### src/rtl/mult_pkg.sv
// Shared types and constants for the sequential shift-and-add multiplier.
package mult_pkg;

    localparam int DEFAULT_WIDTH = 4;

    typedef enum logic [1:0] {
        IDLE = 2'b00,
        RUN  = 2'b01,
        DONE = 2'b10
    } state_t;

    // The down-counter must hold the value WIDTH itself.
    function automatic int cnt_width(input int width);
        return $clog2(width + 1);
    endfunction

endpackage

### src/rtl/mult_seq_ctrl_if.sv
// Operand/product handshake bundle for mult_seq_ctrl.
interface mult_seq_ctrl_if
    import mult_pkg::*;
#(
    parameter int WIDTH = DEFAULT_WIDTH
);
    logic                   in_valid;
    logic                   in_ready;
    logic [WIDTH-1:0]       A;
    logic [WIDTH-1:0]       B;
    logic                   out_valid;
    logic                   out_ready;
    logic [2*WIDTH-1:0]     P;
    logic                   busy;

    modport master (
        output in_valid, A, B, out_ready,
        input  in_ready, out_valid, P, busy
    );

    modport slave (
        input  in_valid, A, B, out_ready,
        output in_ready, out_valid, P, busy
    );
endinterface

### src/rtl/mult_seq_dp.sv
// Multiplier datapath: multiplicand/multiplier registers, accumulator, WIDTH+1-bit adder.
// Build option MULT_SEQ_EARLY_TERM_EN adds the zero-detect and multi-bit final shift.
module mult_seq_dp
    import mult_pkg::*;
#(
    parameter int WIDTH = DEFAULT_WIDTH,
    parameter int CNT_W = cnt_width(DEFAULT_WIDTH)
) (
    input  logic                 clk,
    input  logic                 rst_n,
    input  logic                 load,
    input  logic                 step,
    input  logic                 finish,
`ifdef MULT_SEQ_EARLY_TERM_EN
    input  logic                 early,
    input  logic [CNT_W-1:0]     shift_amt,
    output logic                 mreg_zero,
`endif
    input  logic [WIDTH-1:0]     a,
    input  logic [WIDTH-1:0]     b,
    output logic [2*WIDTH-1:0]   p
);
    localparam int PW = 2 * WIDTH;

    logic [WIDTH-1:0] mcand_reg;
    logic [WIDTH-1:0] mreg_reg;
    logic [PW-1:0]    acc_reg;
    logic [PW-1:0]    p_reg;
    logic [WIDTH:0]   sum;
    logic [PW:0]      wide;
    logic [PW-1:0]    acc_next;

    // The adder keeps its carry as the top bit of the shifted accumulator.
    always_comb begin
        if (mreg_reg[0]) begin
            sum = {1'b0, acc_reg[PW-1:WIDTH]} + {1'b0, mcand_reg};
        end else begin
            sum = {1'b0, acc_reg[PW-1:WIDTH]};
        end
        wide     = {sum, acc_reg[WIDTH-1:0]};
        acc_next = wide[PW:1];
`ifdef MULT_SEQ_EARLY_TERM_EN
        // No partial products remain, so the outstanding shifts collapse into one.
        if (early) begin
            acc_next = PW'(wide >> shift_amt);
        end
`endif
    end

`ifdef MULT_SEQ_EARLY_TERM_EN
    assign mreg_zero = (mreg_reg[WIDTH-1:1] == '0);
`endif

    always_ff @(posedge clk or negedge rst_n) begin
        if (!rst_n) begin
            mcand_reg <= '0;
            mreg_reg  <= '0;
            acc_reg   <= '0;
            p_reg     <= '0;
        end else begin
            if (load) begin
                mcand_reg <= b;
                mreg_reg  <= a;
                acc_reg   <= '0;
            end else if (step) begin
                acc_reg   <= acc_next;
                mreg_reg  <= mreg_reg >> 1;
            end
            // P is a separate register so it holds through IDLE and RUN.
            if (finish) begin
                p_reg <= acc_next;
            end
        end
    end

    assign p = p_reg;

endmodule

### src/rtl/mult_seq_ctrl.sv
// Sequential unsigned multiplier controller: FSM, cycle counter and both handshakes.
// Build option MULT_SEQ_EARLY_TERM_EN finishes as soon as the multiplier runs out of set bits.
module mult_seq_ctrl
    import mult_pkg::*;
#(
    parameter int WIDTH = DEFAULT_WIDTH
) (
    input  logic            clk,
    input  logic            rst_n,
    mult_seq_ctrl_if.slave  bus
);
    localparam int CNT_W = cnt_width(WIDTH);

    state_t           state_reg, state_next;
    logic [CNT_W-1:0] cnt_reg, cnt_next;
    logic             out_valid_reg, out_valid_next;
    logic             load, step, finish;
    logic [2*WIDTH-1:0] p;
`ifdef MULT_SEQ_EARLY_TERM_EN
    logic             early;
    logic             mreg_zero;
`endif

    always_ff @(posedge clk or negedge rst_n) begin
        if (!rst_n) begin
            state_reg     <= IDLE;
            cnt_reg       <= '0;
            out_valid_reg <= 1'b0;
        end else begin
            state_reg     <= state_next;
            cnt_reg       <= cnt_next;
            out_valid_reg <= out_valid_next;
        end
    end

    always_comb begin
        state_next     = state_reg;
        cnt_next       = cnt_reg;
        out_valid_next = out_valid_reg;
        load           = 1'b0;
        step           = 1'b0;
        finish         = 1'b0;
`ifdef MULT_SEQ_EARLY_TERM_EN
        early          = 1'b0;
`endif
        unique case (state_reg)
            IDLE: begin
                if (bus.in_valid) begin
                    load       = 1'b1;
                    cnt_next   = CNT_W'(WIDTH);
                    state_next = RUN;
                end
            end
            RUN: begin
                step     = 1'b1;
                cnt_next = cnt_reg - 1'b1;
                if (cnt_reg == CNT_W'(1)) begin
                    finish         = 1'b1;
                    out_valid_next = 1'b1;
                    state_next     = DONE;
                end
`ifdef MULT_SEQ_EARLY_TERM_EN
                else if (mreg_zero && (cnt_reg > CNT_W'(1))) begin
                    early          = 1'b1;
                    finish         = 1'b1;
                    cnt_next       = '0;
                    out_valid_next = 1'b1;
                    state_next     = DONE;
                end
`endif
            end
            DONE: begin
                if (bus.out_ready) begin
                    out_valid_next = 1'b0;
                    state_next     = IDLE;
                end
            end
            default: begin
                state_next     = IDLE;
                out_valid_next = 1'b0;
            end
        endcase
    end

    assign bus.in_ready  = (state_reg == IDLE);
    assign bus.busy      = (state_reg == RUN);
    assign bus.out_valid = out_valid_reg;
    assign bus.P         = p;

    mult_seq_dp #(
        .WIDTH (WIDTH),
        .CNT_W (CNT_W)
    ) u_dp (
        .clk       (clk),
        .rst_n     (rst_n),
        .load      (load),
        .step      (step),
        .finish    (finish),
`ifdef MULT_SEQ_EARLY_TERM_EN
        .early     (early),
        .shift_amt (cnt_reg),
        .mreg_zero (mreg_zero),
`endif
        .a         (bus.A),
        .b         (bus.B),
        .p         (p)
    );

endmodule

### src/flat_wrapper.sv
// flat-port wrapper written by rule: the top's interface ports become plain ports
module mult_seq_ctrl_flat import mult_pkg::*;
#(
    parameter int WIDTH = DEFAULT_WIDTH
)
  (clk, rst_n, bus_in_valid, bus_A, bus_B, bus_out_ready, bus_in_ready, bus_out_valid, bus_P, bus_busy);
  mult_seq_ctrl_if #(.WIDTH(WIDTH)) bus_i ();
  input  logic clk;
  input  logic rst_n;
  input wire logic [$bits(bus_i.in_valid)-1:0] bus_in_valid;
  input wire logic [$bits(bus_i.A)-1:0] bus_A;
  input wire logic [$bits(bus_i.B)-1:0] bus_B;
  input wire logic [$bits(bus_i.out_ready)-1:0] bus_out_ready;
  output wire logic [$bits(bus_i.in_ready)-1:0] bus_in_ready;
  output wire logic [$bits(bus_i.out_valid)-1:0] bus_out_valid;
  output wire logic [$bits(bus_i.P)-1:0] bus_P;
  output wire logic [$bits(bus_i.busy)-1:0] bus_busy;
  assign bus_i.in_valid = bus_in_valid;
  assign bus_i.A = bus_A;
  assign bus_i.B = bus_B;
  assign bus_i.out_ready = bus_out_ready;
  assign bus_in_ready = bus_i.in_ready;
  assign bus_out_valid = bus_i.out_valid;
  assign bus_P = bus_i.P;
  assign bus_busy = bus_i.busy;
  mult_seq_ctrl #(.WIDTH(WIDTH)) u_core (.clk(clk), .rst_n(rst_n), .bus(bus_i));
endmodule
### config.mk
export PLATFORM = sky130hd
export DESIGN_NAME = mult_seq_ctrl_flat
export DESIGN_NICKNAME = d
export VERILOG_FILES = /design/src/rtl/mult_pkg.sv /design/src/rtl/mult_seq_ctrl_if.sv /design/src/rtl/mult_seq_dp.sv /design/src/rtl/mult_seq_ctrl.sv /design/src/flat_wrapper.sv
export SDC_FILE = /design/constraint.sdc
export NUM_CORES = 1
export LEC_CHECK = 0
export ABC_AREA = 1
export CORE_AREA = 2 2 46 65
export CTS_CLUSTER_SIZE = 14
export DETAILED_ROUTE_END_ITERATION = 12
export DIE_AREA = 0 0 48 67
export PLACE_DENSITY = 0.8
export SYNTH_ARGS = -nofsm -noshare
export SYNTH_HDL_FRONTEND = slang
export SYNTH_SLANG_ARGS = --single-unit
### constraint.sdc
create_clock -name clk -period 2.7 [get_ports clk]
set_input_delay 0.54 -clock clk [delete_from_list [all_inputs] [get_ports clk]]
set_output_delay 0.54 -clock clk [all_outputs]
set_load 0.005 [all_outputs]
==> results.py <==
metrics = {
    "outcome": {
        "status": "completed",
    },
    "synthesis": {
        "synthDistinctLibCells": 25,
        "yosysMostFrequentCell": "nand2_1",
        "syn_area_sq_um": 1370,
        "synthCells": 145,
        "syn-num-nets": 164,
        "synthTopCellsByCount": "nand2_1, dfrtp_1, inv_1",
        "synth-async-reset-ratio": 1.00,
        "ys.flop_type": "dfrtp_1",
        "synthTopCellsByArea": "dfrtp_1, nand2_1, ha_1",
        "yosys_warnings": 0,
        "syn_avg_cell_area_sq_um": 9.47,
        "synth.largest_area_cell": "dfrtp_1",
        "synth_edf_count": 0,
        "ys_ff_latch": 29,
        "yosysSeqAreaShare": 0.529,
        "synth_top_cell_area_share": 0.529,
    },
    "timing": {
        "finalCriticalPeriod_ns": 2.13,
        "timing.hold.ws_ns": 0.484,
        "worst-slew-pin-transition_ns": 0.356,
        "worst_slew_margin_rel": 0.760,
        "clock_skew_ns": 0.0156,
        "setup_viol": 0,
        "hold_violations": 0,
        "rsz0062_at_grt": "no",
        "fmax_mhz": 470,
        "layout_setup_ws_ns": 0.573,
        "slew_viol_final": 0,
        "finalCritPeriodShare": 0.788,
        "fin_setup_tns_ns": 0,
    },
    "global_routing": {
        "grt_max_degree": 30,
        "grt_first_pass_wirelength_um": 4750,
        "grt_antenna_before_repair": 0,
        "grt_usage": 0.221,
        "grt_pass1_vias": 1193,
        "overflow": 0,
    },
    "setup_path": {
        "critPathSlowestCell": "clkdlybuf4s50_1",
        "path_class": "flop to output port",
        "cp-endpoint": "bus_busy",
        "r2r-end": "u_core.u_dp.acc_reg[7]",
        "r2r_cells": 6,
        "required_ns": 2.16,
        "worst_setup_path_end_kind": "output port",
        "cp-start-kind": "flop",
        "reg2reg_slack_ns": 1.03,
        "cp_cell_sequence": "nor2_8 > clkdlybuf4s50_1",
        "critPathMaxStageDelay_ns": 0.53,
        "timing.rr.start": "u_core.u_dp.mcand_reg[0]",
        "worstPathMaxFanout": 10,
        "cp.arrival_ns": 1.59,
        "crit_start": "u_core.state_reg[1]",
    },
    "placement": {
        "gp_congestion": 0.801,
        "place_area_sq_um": 1630,
        "io_buffers": 22,
        "hpwlAfterDp_um": 2160,
        "pre_cts_slack_ns": 0.960,
    },
    "floorplanning": {
        "initial_utilization": 0.525,
        "coreArea_sq_um": 2620,
        "dieWidth_um": 48,
        "die_y_um": 67,
        "rows": 22,
        "fp.dieArea_sq_um": 3220,
        "design.portCount": 23,
    },
    "layout": {
        "final_cell_area_sq_um": 1690,
        "drive_gt1_frac": 0.138,
        "fin_util": 0.644,
        "largest_reg_flops": 8,
        "diodes": 0,
        "syn2layout_area_growth_pct": 22.8,
        "nets": 192,
    },
    "pwr": {
        "switchingPower_mw": 0.798,
        "pwr-share-seq": 0.387,
        "switching_share": 0.419,
        "combPwrFrac": 0.477,
        "clkPwrFrac": 0.137,
        "peakVddDrop_mv": 0.566,
        "pwr_density_cell_nw_per_um2": 1130,
        "p_int_mw": 1.10,
        "leakage_nw": 0.834,
    },
    "drt": {
        "drtIter0Drc": 23,
        "ant_nets": 0,
        "firstDrtPassIters": 4,
        "via_per_inst": 5.20,
        "routedWlPerCell_um": 13.2,
        "num_vias": 1092,
        "wirelength_um": 2770,
        "drc": 0,
    },
    "clock_network": {
        "insertion_delay_ns": 0.35,
        "cts-resized-gates": 0,
        "path_clk_slew_ns": 0.10,
        "cts_tree": "built",
        "cts-hold-fix-buffers": 0,
        "root_buffer": "clkbuf_4",
        "cts_made_buffers": 5,
        "clock-sinks": 29,
        "cts_setup_buffers": 0,
        "htree_levels": 2,
        "cts_buffer_depth": 2,
    },
    "worst_hold_path": {
        "holdCritPathClass": "flop to flop",
    },
    "flow_run": {
        "drv_cap": 0,
    },
}
## routing by layer
| metal | global-route usage | vias up | routed length [um] | part of all wire |
|---|---|---|---|---|
| met5 | 0 | - | 0 | 0 |
| met4 | 0.206 | 0 | 137 | 0.050 |
| met3 | 0.0650 | 14 | 143 | 0.052 |
| met2 | 0.355 | 36 | 1490 | 0.54 |
| met1 | 0.207 | 516 | 994 | 0.36 |
| li1 | - | 526 | - | - |
## logic make-up (layout without fill, tap and decap cells)
family | Yosys count | count (layout) | share of synthesized area
compound gates | 24 | 24 | 0.110
xor+xnor | 2 | 2 | 0.0128
fa+ha+maj | 7 | 7 | 0.0693
buf+inv | 18 | 47 | 0.0583
flops | 29 | 29 | 0.529
simple gates | 65 | 65 | 0.221
## power groups by stage
| stage | Clock, mW | Combinational, mW | Sequential (mW) |
|---|---|---|---|
| final | 0.260 | 0.906 | 0.735 |
| after global routing | 0.285 | 1.03 | 0.753 |
| after CTS | 0.265 | 0.918 | 0.733 |
| after detailed placement | 0 | 0.915 | 0.741 |
| after global placement | 0 | 0.863 | 0.727 |
| after floorplan | 0 | 0.628 | 0.709 |
## through the flow
stage	std cells	power, mW
5_1_grt	210	2.07
3_3_place_gp	202	1.59
6_report	210	1.90
3_5_place_dp	202	1.66
2_1_floorplan	145	1.34
4_1_cts	210	1.92
## worst min-delay path by stage
stage / to / from / cells after the start / slack [ns]
2_1_floorplan: u_core.bus.out_valid / rst_n / 0 / 0.24
3_3_place_gp: u_core.u_dp.p[3] / u_core.u_dp.p[3] / 2 / 0.46
3_5_place_dp: u_core.u_dp.p[4] / u_core.u_dp.p[4] / 2 / 0.46
4_1_cts: u_core.u_dp.p[4] / u_core.u_dp.p[4] / 2 / 0.49
5_1_grt: u_core.u_dp.mreg_reg[3] / u_core.u_dp.mreg_reg[3] / 2 / 0.52
6_report: u_core.u_dp.p[4] / u_core.u_dp.p[4] / 2 / 0.48
## critical path, delay by kind of cell (launching register included)
kind | cells | cell delay [ns]
DFF | 1 | 0.48
buffers and inverters | 1 | 0.53
and+or+nand+nor | 1 | 0.23
## area by class of cell
cell class	instances	area (sq um)
clock inverters	3	17.5
well taps	36	45.0
flip-flops and latches	29	726
clock buffers	5	37.5
inverters	16	65.1
repair buffers	23	228
multi-input cells	98	567
fillers	225	930
## placed cells by master (no fill, tap or decap), drive strengths merged
cell type,n
nor2,3
clkbuf,5
clkdlybuf4s50,22
o22ai,4
buf,1
clkinv,2
o211ai,2
xnor2,2
ha,6
inv,16
a22oi,2
o21ai,14
nand3,6
nand2,54
or2,1
dfrtp,29
fa,1
a21oi,2
nand3b,1
clkinvlp,1
No activity file was read; power rests on OpenSTA's default activity.
